File: src/rtl/alu_pkg.sv
// Shared arithmetic package.
// Holds the state encoding for the bit-serial adder sequencer. Operand width
// stays a module parameter of each user so this package remains width-agnostic.
package alu_pkg;

  typedef enum logic [1:0] {
    IDLE = 2'd0,
    RUN  = 2'd1,
    DONE = 2'd2
  } bsa_state_t;

endpackage

File: src/rtl/full_adder_one_bit.sv
// One-bit full adder.
// Ports:
//   a_i, b_i : addend bits
//   c_i      : carry in
//   s_o      : sum bit
//   c_o      : carry out
module full_adder_one_bit (
  input  logic a_i,
  input  logic b_i,
  input  logic c_i,
  output logic s_o,
  output logic c_o
);

  logic p;

  assign p   = a_i ^ b_i;
  assign s_o = p ^ c_i;
  assign c_o = (a_i & b_i) | (c_i & p);

endmodule

File: src/rtl/bit_serial_adder_ctrl.sv
// Bit-serial add/subtract sequencer.
// Time-shares a single full_adder_one_bit to produce a WIDTH-bit sum or
// difference, LSB first, one bit per clock. Operands are captured on an
// accepted start; result and flags are held until the next accepted start.
// Ports:
//   clk       : rising-edge clock
//   reset     : asynchronous active-high reset
//   start     : operation request, only honoured in IDLE
//   sub       : 0 = a+b, 1 = a-b (captured with start)
//   a, b      : operands (captured with start)
//   busy      : high while bits are being processed
//   done      : one-cycle pulse when result/flags are valid
//   result    : sum or difference
//   carry_out : final carry (for subtract, 1 = no borrow)
//   overflow  : two's-complement overflow
//
// state | meaning
// IDLE  | waiting for start; outputs hold last result
// RUN   | one operand bit per cycle through the shared full adder
// DONE  | one-cycle done pulse, then back to IDLE
module bit_serial_adder_ctrl
  import alu_pkg::*;
#(
  parameter int WIDTH = 32
) (
  input  logic             clk,
  input  logic             reset,
  input  logic             start,
  input  logic             sub,
  input  logic [WIDTH-1:0] a,
  input  logic [WIDTH-1:0] b,
  output logic             busy,
  output logic             done,
  output logic [WIDTH-1:0] result,
  output logic             carry_out,
  output logic             overflow
);

  localparam int CW = $clog2(WIDTH);
  localparam logic [CW-1:0] CNT_LAST = CW'(WIDTH - 1);

  bsa_state_t       state_q, state_d;
  logic [WIDTH-1:0] a_q, a_d;
  logic [WIDTH-1:0] b_q, b_d;
  logic [WIDTH-1:0] res_q, res_d;
  logic [CW-1:0]    cnt_q, cnt_d;
  logic             cy_q, cy_d;
  logic             co_q, co_d;
  logic             ov_q, ov_d;

  logic fa_sum;
  logic fa_cy;

  full_adder_one_bit u_fa (
    .a_i (a_q[0]),
    .b_i (b_q[0]),
    .c_i (cy_q),
    .s_o (fa_sum),
    .c_o (fa_cy)
  );

  always_ff @(posedge clk or posedge reset) begin
    if (reset) begin
      state_q <= IDLE;
      a_q     <= '0;
      b_q     <= '0;
      res_q   <= '0;
      cnt_q   <= '0;
      cy_q    <= 1'b0;
      co_q    <= 1'b0;
      ov_q    <= 1'b0;
    end else begin
      state_q <= state_d;
      a_q     <= a_d;
      b_q     <= b_d;
      res_q   <= res_d;
      cnt_q   <= cnt_d;
      cy_q    <= cy_d;
      co_q    <= co_d;
      ov_q    <= ov_d;
    end
  end

  always_comb begin
    state_d = state_q;
    a_d     = a_q;
    b_d     = b_q;
    res_d   = res_q;
    cnt_d   = cnt_q;
    cy_d    = cy_q;
    co_d    = co_q;
    ov_d    = ov_q;

    case (state_q)
      IDLE: begin
        if (start) begin
          state_d = RUN;
          a_d     = a;
          // Subtract is a + ~b + 1: invert B and seed the carry with 1.
          b_d     = b ^ {WIDTH{sub}};
          cy_d    = sub;
          cnt_d   = '0;
        end
      end
      RUN: begin
        res_d = {fa_sum, res_q[WIDTH-1:1]};
        a_d   = {1'b0, a_q[WIDTH-1:1]};
        b_d   = {1'b0, b_q[WIDTH-1:1]};
        cy_d  = fa_cy;
        if (cnt_q == CNT_LAST) begin
          state_d = DONE;
          // Signed overflow: carry into the MSB differs from carry out of it.
          ov_d    = cy_q ^ fa_cy;
          co_d    = fa_cy;
        end else begin
          cnt_d = cnt_q + CW'(1);
        end
      end
      DONE: begin
        state_d = IDLE;
      end
      default: begin
        state_d = IDLE;
      end
    endcase
  end

  assign busy      = (state_q == RUN);
  assign done      = (state_q == DONE);
  assign result    = res_q;
  assign carry_out = co_q;
  assign overflow  = ov_q;

endmodule

File: config.mk
export PLATFORM = sky130hd
export DESIGN_NAME = bit_serial_adder_ctrl
export DESIGN_NICKNAME = d
export VERILOG_FILES = /design/src/rtl/alu_pkg.sv /design/src/rtl/full_adder_one_bit.sv /design/src/rtl/bit_serial_adder_ctrl.sv
export SDC_FILE = /design/constraint.sdc
export NUM_CORES = 1
export LEC_CHECK = 0
export CAP_MARGIN = 10
export CORE_MARGIN = 10
export CORE_UTILIZATION = 30
export CTS_CLUSTER_DIAMETER = 30
export CTS_CLUSTER_SIZE = 16
export DETAILED_ROUTE_END_ITERATION = 8
export PLACE_DENSITY = 0.6
export SYNTH_ARGS = -nofsm -noshare
export SYNTH_HDL_FRONTEND = slang
export SYNTH_SLANG_ARGS = --single-unit
File: constraint.sdc
create_clock -name clk -period 3.8 [get_ports clk]
set_input_delay 0.76 -clock clk [delete_from_list [all_inputs] [get_ports clk]]
set_output_delay 0.76 -clock clk [all_outputs]
set_load 0.03 [all_outputs]
---- Yosys cells after proc, flatten, opt, wreduce, memory -nomap -nowiden ----
Cells that the tools add are included.
operators by class
  equal/unequal tests ..................... 6
  reductions and logical operators ........ 6
  add/sub/neg operators ................... 1
  mux-type cells .......................... 12
  bitwise operators ....................... 7
operators with widths
  kind                                            count
  case mux 32 bit (2 select lines)                2
  two-way mux 32 bit                              2
  XOR 32 bit                                      1
  two-way mux 5 bit                               2
  case mux 5 bit (2 select lines)                 1
  AND reduction 2 bit                             3
  adder 5 x 1 -> 5 bit (second input constant)    1
  == test 5 bit (second input constant)           1
  two-way mux 2 bit                               2
  != test 2 bit (second input constant)           2
  case mux 2 bit (2 select lines)                 1
  AND reduction 3 bit                             1
  XOR 1 bit                                       3
  AND 1 bit                                       2
  == test 2 x 1 -> 1 bit (second input constant)  1
  == test 2 bit (second input constant)           1
  zero test 2 bit                                 1
  != test 2 x 1 -> 1 bit (second input constant)  1
  case mux 1 bit (2 select lines)                 1
  nonzero test 2 bit                              1
  two-way mux 1 bit                               1
  bitwise OR 1 bit                                1
storage, ports and cells
  input bits .............................. 68
  word-level logic and storage cells ...... 40
  output and inout port bits .............. 36
  register bits ........................... 106

---- Logic depth before layout (Yosys ltp) ----
  word-level depth ........................ 4
  mapped depth ............................ 7

---- By module ----
From an unflattened synthesis, not the netlist that was laid out.
second synthesis, totals
  cells, all modules ...................... 448
  area, all modules ....................... 5,081.1 sq um
modules (own cells, without submodules)
  module                 area each (sq um)  times used  sequential area each (sq um)  cells each
  bit_serial_adder_ctrl  5,061.1            1           2,652.5                       447
  full_adder_one_bit     20.0               1           0.0                           1

---- Worst setup path after synthesis ----
No wires, ideal clock.
  kind .................................... register to output
  start point ............................. register state_q[1]
  end point ............................... output port done
  data required time ...................... 3.040 ns
  setup slack ............................. 1.636 ns
  path buffers ............................ 3
  arrival time ............................ 1.404 ns
  cell stages (with the launch flop) ...... 5
  cell sequence ........................... dfrtp_1 buf_2 buf_2 buf_1 nor2b_1
between the ends
  longest elaborated chain between the ends .. 1
RTL lines
  item                    line                          text
  start, declared         bit_serial_adder_ctrl.sv:42   bsa_state_t state_q, state_d;
  start signal, assigned  bit_serial_adder_ctrl.sv:73   state_q <= state_d;
  == test 2 bit           bit_serial_adder_ctrl.sv:129  assign done = (state_q == DONE);
  end, declared           bit_serial_adder_ctrl.sv:33   output logic done,
Every way passes these cells.

---- Final worst setup path ----
Ends and elaborated chain as after synthesis.

==> flow_summary.ini <==
[outcome]
run_status = finished clean

[finish]
final_common_cell = dfrtp_1
diodes = 0
multi_input_area_sq_mm = 0.002240
fin_nets = 605
fillers = 1607
drive_gt1_frac = 0.1744
ff_latch_area_sq_mm = 0.002655
final_cell_mix = dfrtp_1 (104), clkdlybuf4s50_1 (102), nand2_1 (83), mux2_2 (35)
syn2layout_area_growth_pct = 28.35

[synth]
yosys_register_bits = 106
synth_area_leader_cell = dfrtp_1
yosys-top-cells-area = dfrtp_1 (52%), o221ai_2 (8.2%), mux2_2 (7.7%)
synthDistinctLibCells = 30
synth_nets = 523
syn-cell-area_sq_mm = 0.005110
synthCells = 452
synth_seq_area_share = 0.5191
netlist.area_leader.share = 0.5191
yosys_warnings = 0
syn_avg_cell_area_sq_um = 11.31

[global_route]
grt_max_degree = 71
grt_pass1_wl_mm = 20.49
gr-total-overflow = 0
track_usage = 0.1122
antenna_found_initial = 0
first_global_vias = 3809

[die]
start_util = 0.3070
die_x_um = 150.5
dieArea_sq_mm = 0.02265
die_h_um = 150.5
rows = 47
boundaryPins = 104
core_sq_mm = 0.01664

[timing]
tns_ns = 0
rsz0062_at_grt = no
setup_viol = 0
whs_ns = 0.4823
worstMarginPinSlew_ns = 1.119
layout_min_cycle_time_ns = 2.795
finalHoldViolations = 0
fmax_ghz = 0.3578
timing.final.ws_setup_ns = 1.005
fin_skew_ns = 0.004620
fin_crit_sh = 0.7355
slew_headroom = 0.2541
drv_slew = 0

[placed_design]
dpl.hpwl_mm = 8.184
pre_cts_slack_ns = 0.9444
place.port_buffers = 103
gp_congestion = 0.7278

[route]
drt_iter0_drc = 200
post_drt_wl_per_cell_um = 16.57
vias_per_cell = 4.833
dr.pass1.iters = 5
drt_wl_total_mm = 12.58
drc = 0
drtAntennaViolNets = 0
via_count = 3668

[cts]
clk_pin_slew_worst_paths_ns = 0.07
cts.root.buffer_cell = clkbuf_16
ctsResizeCount = 0
cts_max_path_buffers = 2
tritoncts = built
cts_sinks = 106
cts_buffers = 9
htree_levels = 3
clk_latency_ns = 0.35
post_cts_buffers = 0
postCtsHoldBufs = 0

[power_and_ir_drop]
power.leakage_nw = 2.587
powerDensity_mw_per_mm2 = 786.3
total_power_mw = 5.157
peakVddDrop_mv = 0.5282

[critical_path]
worstSetupPathType = register to output port
startpoint_type = register
critPathRequiredTime_ns = 3.04
arrival_ns = 2.03
worst-path-max-fanout = 37
endpoint_kind = output port

[worst_hold_path]
holdCritPathClass = register to register

[run]
max_cap_viol_count = 0
area by class of cell:
type	count	area share
clock inverters	7	0.008394
clock buffers	9	0.03434
multi-input cells	304	0.3415
flip-flops and latches	106	0.4048
well taps	220	0.04197
inverters	2	0.001526
repair buffers	111	0.1675
worst max-delay path: stages (launching register included):
cell and delay [ns]:
dfrtp_2 0.78, nor2b_1 0.21, clkdlybuf4s50_1 0.68
final timing paths:
| kind | slack (ns) | end | depth (start not counted) | startpoint |
|---|---|---|---|---|
| setup / recovery | 1.01 | done | 2 | state_q[1]$_DFFE_PP0P_ |
| hold / removal | 0.48 | a_q[11]$_DFFE_PP0P_ | 2 | a_q[11]$_DFFE_PP0P_ |
| setup reg to reg | 1.34 | b_q[5]$_DFFE_PP0P_ | 5 | state_q[1]$_DFFE_PP0P_ |
| hold reg to reg | 0.48 | a_q[11]$_DFFE_PP0P_ | 2 | a_q[11]$_DFFE_PP0P_ |
| max in group asynchronous | 2.18 | state_q[0]$_DFFE_PP0P_ | 3 | reset |
| min in group asynchronous | 0.84 | result[20]$_DFFE_PP0P_ | 2 | reset |
report_power, final:
part	internal (mW)	switching, mW
clock network	0.449	0.441
logic	1.10	1.21
registers	1.63	0.324
registers in the layout, summed over array words and instances, names as in the netlist:
name,cells
a_q,32
result,32
b_q,32
cnt_q,5
state_q,2
carry_out,1
overflow,1
cy_q,1
cells by family after synthesis:
kind of cell               count (synthesis)  share of synthesized area
AOI/OAI and AO/OA                        120                     0.1947
xor gates and xnor gates                  33                    0.05656
adders and majority gates                  3                   0.008814
buffers and inverters                     42                    0.04554
DFF                                      106                     0.5191
muxes                                     36                    0.07909
and+or+nand+nor                          112                    0.09623
cell usage after synthesis:
cell type	count
o221ai_1	3
and3_1	1
clkbuf_1	13
o21ai_0	33
inv_1	2
buf_4	2
o21ai_1	1
a211oi_1	1
mux2i_1	1
o221ai_2	28
o21bai_2	1
a22oi_1	32
buf_2	18
nand2b_1	3
xnor2_1	33
or3b_1	1
and2_1	1
ha_1	2
fa_1	1
buf_6	6
a21oi_1	17
a21o_1	1
nand3_1	1
nand2_1	83
nor2_1	1
nor2b_1	21
a22o_1	3
mux2_2	35
dfrtp_1	106
buf_1	1
per-layer routing:
metal / vias to the layer above / global-route usage / routed length (um)
met5: - / 0 / 0
met4: 0 / 0.02284 / 114
met3: 10 / 0.06393 / 1202
met2: 100 / 0.1594 / 5439
met1: 1807 / 0.1452 / 5822
li1: 1751 / - / -
stage by stage:
step / util / instance area, sq um / instances
2_1_floorplan: - / 5110 / 452
3_3_place_gp: 0.3773 / 6279 / 743
3_5_place_dp: 0.3773 / 6279 / 743
4_1_cts: 0.3941 / 6559 / 759
5_1_grt: 0.3941 / 6559 / 759
6_report: 0.3941 / 6559 / 759
Power figures use the tool's default switching activity.
